===== src/rtl/fetch_unit.sv =====
// -----------------------------------------------------------------------------
// fetch_unit
//   Instruction fetch stage. It issues one request at a time on the instruction
//   bus and places each returned word in a registered fetch-to-decode slot (fd_*).
//   A one-entry buffer holds a word that arrives while decode is stalled.
//   Redirects from execute take priority over everything else. A redirect that
//   arrives while a request is still in flight waits in FLUSH. FLUSH absorbs
//   the stale response before fetch resumes at the new target.
//
// Ports
//   clk             in   1   clock, rising edge
//   reset           in   1   asynchronous, active-low reset
//   ireq_valid      out  1   instruction-bus request valid
//   ireq_addr       out  64  instruction-bus request address
//   iresp_data_ok   in   1   response valid, completes the outstanding request
//   iresp_data      in   32  returned instruction word
//   redirect_valid  in   1   branch/jump redirect
//   redirect_pc     in   64  redirect target
//   stall           in   1   decode cannot accept a new instruction
//   fd_valid        out  1   fetch-to-decode slot holds an instruction
//   fd_raw_instr    out  32  instruction in the slot
//   fd_pc           out  64  PC of fd_raw_instr
//   fd_misalign     out  1   (FETCH_MISALIGN_EN only) slot holds a misaligned-PC marker
//
// Configuration
//   FETCH_MISALIGN_EN  When defined, fetch does not request a misaligned PC
//                      (pc[1:0] != 0). It places a marker entry {1, 0, pc} with
//                      fd_misalign=1 in the slot and halts until the next
//                      redirect. When undefined, the two low address bits
//                      are forced to zero.
// -----------------------------------------------------------------------------
module fetch_unit #(
  parameter logic [63:0] PCINIT = 64'h0000_0000_8000_0000
) (
  input  logic        clk,
  input  logic        reset,
  output logic        ireq_valid,
  output logic [63:0] ireq_addr,
  input  logic        iresp_data_ok,
  input  logic [31:0] iresp_data,
  input  logic        redirect_valid,
  input  logic [63:0] redirect_pc,
  input  logic        stall,
  output logic        fd_valid,
  output logic [31:0] fd_raw_instr,
  output logic [63:0] fd_pc
`ifdef FETCH_MISALIGN_EN
  ,
  output logic        fd_misalign
`endif
);

  typedef enum logic [1:0] {
    S_FETCH = 2'd0,
    S_HOLD  = 2'd1,
    S_FLUSH = 2'd2
  } state_t;

  state_t      r_state,     w_state_nxt;
  logic [63:0] r_pc,        w_pc_nxt;
  logic [63:0] r_target,    w_target_nxt;
  logic        r_fd_valid,  w_fd_valid_nxt;
  logic [31:0] r_fd_instr,  w_fd_instr_nxt;
  logic [63:0] r_fd_pc,     w_fd_pc_nxt;
  logic        r_buf_valid, w_buf_valid_nxt;
  logic [31:0] r_buf_instr, w_buf_instr_nxt;
  logic [63:0] r_buf_pc,    w_buf_pc_nxt;

  // The slot can take a new word when it is empty or when decode consumes it this cycle.
  logic        w_fd_accept;
  logic [63:0] w_pc_inc;
  assign w_fd_accept = !r_fd_valid || !stall;
  assign w_pc_inc    = r_pc + 64'd4;

`ifdef FETCH_MISALIGN_EN
  logic r_halt,     w_halt_nxt;
  logic r_misalign, w_misalign_nxt;
  logic w_no_req;
  // A request is outstanding in FETCH only for an aligned PC. It is never outstanding after a halt.
  assign w_no_req    = r_halt || (r_pc[1:0] != 2'b00);
  assign ireq_valid  = (r_state != S_HOLD) && !w_no_req;
  assign ireq_addr   = r_pc;
  assign fd_misalign = r_misalign;
`else
  assign ireq_valid  = (r_state != S_HOLD);
  assign ireq_addr   = {r_pc[63:2], 2'b00};
`endif

  assign fd_valid     = r_fd_valid;
  assign fd_raw_instr = r_fd_instr;
  assign fd_pc        = r_fd_pc;

  // NOTE: every next-state variable gets a default first, so no path through
  // the case statement can leave one unassigned and infer a latch.
  always_comb begin
    w_state_nxt     = r_state;
    w_pc_nxt        = r_pc;
    w_target_nxt    = r_target;
    w_fd_valid_nxt  = r_fd_valid;
    w_fd_instr_nxt  = r_fd_instr;
    w_fd_pc_nxt     = r_fd_pc;
    w_buf_valid_nxt = r_buf_valid;
    w_buf_instr_nxt = r_buf_instr;
    w_buf_pc_nxt    = r_buf_pc;
`ifdef FETCH_MISALIGN_EN
    w_halt_nxt      = r_halt;
    w_misalign_nxt  = r_misalign;
`endif

    // Decode consumes the slot when it is not stalled. A load below overrides this.
    if (!stall) w_fd_valid_nxt = 1'b0;

    case (r_state)
      S_FETCH: begin
`ifdef FETCH_MISALIGN_EN
        if (w_no_req) begin
          // No request is in flight, so a redirect restarts fetch directly.
          if (redirect_valid) begin
            w_fd_valid_nxt = 1'b0;
            w_pc_nxt       = redirect_pc;
            w_halt_nxt     = 1'b0;
          end else if (!r_halt && w_fd_accept) begin
            w_fd_valid_nxt = 1'b1;
            w_fd_instr_nxt = 32'h0;
            w_fd_pc_nxt    = r_pc;
            w_misalign_nxt = 1'b1;
            w_halt_nxt     = 1'b1;
          end
        end else
`endif
        if (redirect_valid) begin
          w_fd_valid_nxt = 1'b0;
          if (iresp_data_ok) begin
            w_pc_nxt = redirect_pc;
          end else begin
            // The in-flight response still has to be absorbed.
            w_target_nxt = redirect_pc;
            w_state_nxt  = S_FLUSH;
          end
        end else if (iresp_data_ok) begin
          w_pc_nxt = w_pc_inc;
          if (w_fd_accept) begin
            w_fd_valid_nxt = 1'b1;
            w_fd_instr_nxt = iresp_data;
            w_fd_pc_nxt    = r_pc;
`ifdef FETCH_MISALIGN_EN
            w_misalign_nxt = 1'b0;
`endif
          end else begin
            w_buf_valid_nxt = 1'b1;
            w_buf_instr_nxt = iresp_data;
            w_buf_pc_nxt    = r_pc;
            w_state_nxt     = S_HOLD;
          end
        end
      end

      S_HOLD: begin
        if (redirect_valid) begin
          w_fd_valid_nxt  = 1'b0;
          w_buf_valid_nxt = 1'b0;
          w_pc_nxt        = redirect_pc;
          w_state_nxt     = S_FETCH;
        end else if (!stall) begin
          w_fd_valid_nxt  = 1'b1;
          w_fd_instr_nxt  = r_buf_instr;
          w_fd_pc_nxt     = r_buf_pc;
          w_buf_valid_nxt = 1'b0;
          w_state_nxt     = S_FETCH;
`ifdef FETCH_MISALIGN_EN
          w_misalign_nxt  = 1'b0;
`endif
        end
      end

      S_FLUSH: begin
        if (redirect_valid) begin
          w_fd_valid_nxt = 1'b0;
          if (iresp_data_ok) begin
            w_pc_nxt    = redirect_pc;
            w_state_nxt = S_FETCH;
          end else begin
            w_target_nxt = redirect_pc;
          end
        end else if (iresp_data_ok) begin
          w_pc_nxt    = r_target;
          w_state_nxt = S_FETCH;
        end
      end

      default: w_state_nxt = S_FETCH;
    endcase
  end

  // NOTE: state registers use non-blocking assignments so every register
  // samples the values from before this edge, regardless of statement order.
  always_ff @(posedge clk or negedge reset) begin
    if (!reset) begin
      r_state     <= S_FETCH;
      r_pc        <= PCINIT;
      r_target    <= 64'h0;
      r_fd_valid  <= 1'b0;
      r_fd_instr  <= 32'h0;
      r_fd_pc     <= 64'h0;
      r_buf_valid <= 1'b0;
      r_buf_instr <= 32'h0;
      r_buf_pc    <= 64'h0;
`ifdef FETCH_MISALIGN_EN
      r_halt      <= 1'b0;
      r_misalign  <= 1'b0;
`endif
    end else begin
      r_state     <= w_state_nxt;
      r_pc        <= w_pc_nxt;
      r_target    <= w_target_nxt;
      r_fd_valid  <= w_fd_valid_nxt;
      r_fd_instr  <= w_fd_instr_nxt;
      r_fd_pc     <= w_fd_pc_nxt;
      r_buf_valid <= w_buf_valid_nxt;
      r_buf_instr <= w_buf_instr_nxt;
      r_buf_pc    <= w_buf_pc_nxt;
`ifdef FETCH_MISALIGN_EN
      r_halt      <= w_halt_nxt;
      r_misalign  <= w_misalign_nxt;
`endif
    end
  end

endmodule


===== config.mk =====
export PLATFORM = sky130hd
export DESIGN_NAME = fetch_unit
export DESIGN_NICKNAME = d
export VERILOG_FILES = /design/src/rtl/fetch_unit.sv
export SDC_FILE = /design/constraint.sdc
export NUM_CORES = 1
export LEC_CHECK = 0
export BUFFER_PORTS_ARGS = -buffer_cell sky130_fd_sc_hd__buf_4
export CORE_MARGIN = 1
export CORE_UTILIZATION = 47
export CTS_CLUSTER_SIZE = 8
export DETAILED_ROUTE_END_ITERATION = 10
export MAX_ROUTING_LAYER = met4
export PLACE_DENSITY = 0.73
export SKIP_CTS_REPAIR_TIMING = 1
export SLEW_MARGIN = 20
export SYNTH_ARGS = -nofsm -noshare
export SYNTH_HDL_FRONTEND = slang
export SYNTH_SLANG_ARGS = --single-unit

===== constraint.sdc =====
create_clock -name clk -period 3.1 [get_ports clk]
set_input_delay 0.155 -clock clk [delete_from_list [all_inputs] [get_ports clk]]
set_output_delay 0.155 -clock clk [all_outputs]
set_load 0.005 [all_outputs]

-- Word level (Yosys, flattened, before mapping)
Cells that the tools add are included.
- register bits: 323
- input port bits: 101
- output and inout bits: 162
- word-level logic and storage cells: 74
- add/subtract/negate cells: 1
- equal/unequal tests: 15
- multiplexer cells: 35
- bitwise gates (word level): 3
- reductions and logical operators: 12
- operators by type and width (kind ; count):
    $mux 64 ; 11
    $pmux 64 s3 ; 1
    $mux 32 ; 5
    $pmux 64 s2 ; 1
    $add 64x3->64 const B ; 1
    $pmux 32 s2 ; 1
    $ne 3x3->1 const B ; 5
    $mux 2 ; 7
    $ne 2x2->1 const B ; 7
    $reduce_and 4->1 ; 2
    $mux 1 ; 7
    $pmux 2 s3 ; 1
    $reduce_and 6->1 ; 1
    $reduce_and 5->1 ; 1
    $not 1->1 ; 3
    $pmux 1 s3 ; 1
    $reduce_and 3->1 ; 1
    $reduce_bool 3->1 ; 1
    $eq 2x1->1 const B ; 1
    $eq 2x2->1 const B ; 1
    $logic_not 1->1 ; 2
    $logic_not 2->1 ; 1
    $ne 2x1->1 const B ; 1
    $reduce_bool 2->1 ; 1
    2 further kinds ; 2

-- Logic depth before layout (Yosys ltp)
- word-level depth: 6
- mapped depth: 11
- depth with buffers taken out: 8

-- Worst setup path after synthesis
Ideal clock, no wire load.
- path kind: register -> register
- start point: register r_state[0]
- end point: register r_buf_instr[0]
- arrival: 2378 ps
- required time: 2975 ps
- path slack: 597 ps
- cell stages (with the launch flop): 9
- cell sequence: dfrtp_1 inv_1 ha_1 clkbuf_1 nand2_1 nor3_1 clkbuf_1 clkbuf_1 mux2_2
- cells in the longest elaborated chain, start to end: 2
- RTL lines (item ; line ; text):
    start: declaration ; 59 ; state_t r_state, w_state_nxt;
    start signal: assignment ; 213 ; r_state <= w_state_nxt;
    $logic_not 2->1 ; 113 ; case (r_state)
    $reduce_and 4->1 (no source line) ; - ;
    end signal: assignment ; 220 ; r_buf_instr <= w_buf_instr_nxt;
    end: declaration ; 66 ; logic [31:0] r_buf_instr, w_buf_instr_nxt;
No other way between the ends.
A chain may end at the register's enable or synchronous reset.

-- Worst setup path after layout
- start point: register r_pc[12]
- end point: register r_pc[51]
- cells in the longest elaborated chain, start to end: 4
- RTL lines (item ; line ; text):
    start: declaration ; 60 ; logic [63:0] r_pc, w_pc_nxt;
    start signal: assignment ; 214 ; r_pc <= w_pc_nxt;
    $add 64x3->64 ; 73 ; assign w_pc_inc = r_pc + 64'd4;
    $mux 64 ; 140 ; end else if (iresp_data_ok) begin
    $mux 64 ; 131 ; if (redirect_valid) begin
    $pmux 64 s3 ; 113 ;
No other way between the ends. The select of a mux whose other input is x is not followed.

==> impl_metrics.tcl <==
set metrics [dict create \
    placed_area_um2 19700 \
    worstMarginPinSlew_ps 963 \
    numPortBuffers 260 \
    setup_viol 0 \
    finish.utilization 0.600 \
    cts-htree-levels 2 \
    yosysTopAreaCell "dfrtp_1" \
    synthTopCellsByArea "dfrtp_1 46%, mux2_2 11%, mux2i_1 7.8%" \
    grt_pass1_vias 14584 \
    end_kind "flip-flop" \
    row_count 70 \
    pwr-share-comb 0.425 \
    p_switching_mw 8.56 \
    ys_seq_elements 323 \
    nFillCells 2950 \
    ys_types 74 \
    reg2reg_depth 6 \
    routed_via_density 6.07 \
    place_congestion 0.938 \
    hold_class "input pin to flip-flop" \
    ios 263 \
    ys.flop_type "dfrtp_1" \
    grt_max_degree 113 \
    worstSetupPathType "flip-flop to flip-flop" \
    synthCells 1757 \
    setup_tns_ps 0 \
    core_um2 36700 \
    p_int_mw 13.8 \
    fmax_ghz 0.343 \
    numCtsBuffers 46 \
    drc 0 \
    p_seq_frac 0.366 \
    r2r_end "r_pc[51]" \
    regToRegSetupSlack_ps 180 \
    relSlewSlack 0.354 \
    vias 15186 \
    firstDrtPassIters 5 \
    critical_path_arrival_ps 3360 \
    yosysMostFrequentCell "dfrtp_1" \
    antenna_found_initial 3 \
    clk_latency_ps 570 \
    clk_pin_slew_ps 50 \
    die_area_um2 38100 \
    drive_above_1_share 0.278 \
    synth_top_area_share 0.459 \
    root_buffer "clkbuf_16" \
    pwr_density_cell_nw_per_um2 1010 \
    grt_pass1_wl_mm 81.9 \
    die_w_um 195 \
    avgSynthCellArea_um2 10.0 \
    skew_ps 23.1 \
    synth_common_cells "322 x dfrtp_1, 173 x nor2_1, 164 x mux2_2" \
    min_to "fd_valid" \
    initial_core_util 0.479 \
    postRouteAntennaNets 0 \
    power_frac_clock 0.209 \
    status "completed" \
    fin_area_um2 22000 \
    overflow 0 \
    final_max_slew_viol_count 0 \
    syn_to_final_growth_pct 25.3 \
    track_usage 0.279 \
    wirelength_mm 53.6 \
    drt_iter0_markers 1349 \
    yosysSeqAreaShare 0.460 \
    holdPathStages 3 \
    yosysWarnings 0 \
    power.leakage_nw 9.57 \
    rsz0062_at_grt "no" \
    r2r-start "r_pc[12]" \
    maxCapViolCount 0 \
    wl_per_cell_um 21.4 \
    period_needed_ps 2920 \
    worstHoldStart "stall" \
    finalHoldViolations 0 \
    worst-path-max-fanout 9 \
    cts_tree "yes" \
    clock_sinks 323 \
    ir_drop_mv 0.609 \
    async_flop_share 1.00 \
    period_share 0.941 \
    fp.dieH_um 195 \
    synth_edf_count 0 \
    syn-cell-area_um2 17600 \
    cts_buffer_depth 3 \
    hpwlAfterDp_mm 34.6 \
    required_ps 3550 \
    cp-start-kind "flip-flop" \
    fin_nets 2123 \
    power.share.switching 0.383 \
]
## kinds of logic (layout without fill, tap and decap cells)
logic type / Yosys count / in the layout / share of synthesized area
muxes: 302 / 302 / 0.184
adders and majority gates: 5 / 5 / 0.00356
other: 1 / 5 / 0.000214
xor gates and xnor gates: 15 / 15 / 0.00748
DFF: 323 / 323 / 0.460
and+or+nand+nor: 435 / 435 / 0.117
buffers and inverters: 240 / 511 / 0.0660
AOI/OAI and AO/OA: 436 / 436 / 0.162
## area by class of cell
| class | count | area, um2 | share of cell area |
|---|---|---|---|
| Sequential cell | 323 | 8080 | 0.367 |
| Inverter | 25 | 93.8 | 0.00426 |
| Multi-Input combinational cell | 1195 | 8370 | 0.380 |
| Antenna cell | 3 | 7.51 | 0.000341 |
| Tap cell | 468 | 586 | 0.0266 |
| Clock buffer | 60 | 1290 | 0.0585 |
| Timing Repair Buffer | 426 | 3590 | 0.163 |
## flip-flops by register name, summed over array words and instances (netlist names)
register	cells
fd_raw_instr	32
fd_valid	1
r_pc	64
r_target	64
r_state	2
fd_pc	64
r_buf_pc	64
r_buf_instr	32
## critical path: stages, from the launching register on
cell and delay, ps:
dfrtp_1 520, nand4_2 240, or4_1 770, nor3_4 400, nand4_1 170, mux2_1 360
a221o_1 340
## through the flow
| stage | hold WS (ps) | std cells | power [mW] | setup slack [ps] |
|---|---|---|---|---|
| 2_1_floorplan | -141 | 1758 | 13.8 | 597 |
| 3_3_place_gp | 258 | 2340 | 17.1 | 415 |
| 3_5_place_dp | 246 | 2340 | 17.4 | 234 |
| 4_1_cts | -344 | 2400 | 22.2 | 235 |
| 5_1_grt | 16.5 | 2500 | 23.7 | 85.9 |
| 6_report | 7.90 | 2500 | 22.3 | 183 |
## how the worst max path moves through the flow
stage,end,startpoint,slack [ps]
final,r_pc[51],r_pc[12],180
after global routing,r_pc[30],r_pc[12],90
after CTS,r_pc[51],r_pc[12],230
after detailed placement,r_pc[51],r_pc[12],230
after global placement,r_pc[51],r_pc[12],410
after floorplan,r_buf_instr[0],r_state[0],600
## layer usage
metal  global-route usage  wire length [um]  vias up
met3               0.0542              3890      124
met2                0.423             25500      666
met1                0.367             22700     7523
li1                     -                 -     6873
met5                    -                 0        -
met4                0.111              1570        0
## power groups by stage
stage | sequential (mW) | combinational (mW) | clock [mW]
3_3_place_gp | 8.03 | 9.03 | 0
3_5_place_dp | 8.14 | 9.27 | 0
2_1_floorplan | 7.42 | 6.41 | 0
6_report | 8.17 | 9.49 | 4.68
5_1_grt | 8.43 | 10.4 | 4.91
4_1_cts | 8.10 | 9.31 | 4.76
## layout by cell type (no fill, tap or decap), drive strengths merged, types with 10 or more instances in the layout
master,count
nand4,32
nor2,173
a211oi,10
mux2i,137
a21oi,147
nand2,106
a221oi,30
o211ai,16
mux2,165
o21ai,74
nor4,12
o22ai,14
dfrtp,322
nor3,21
nand3,31
buf,329
and3,14
a22o,30
clkbuf,60
inv,22
a22oi,31
a31oi,18
dlygate4sd3,97
Note: power is estimated with default switching activity, not from simulation.
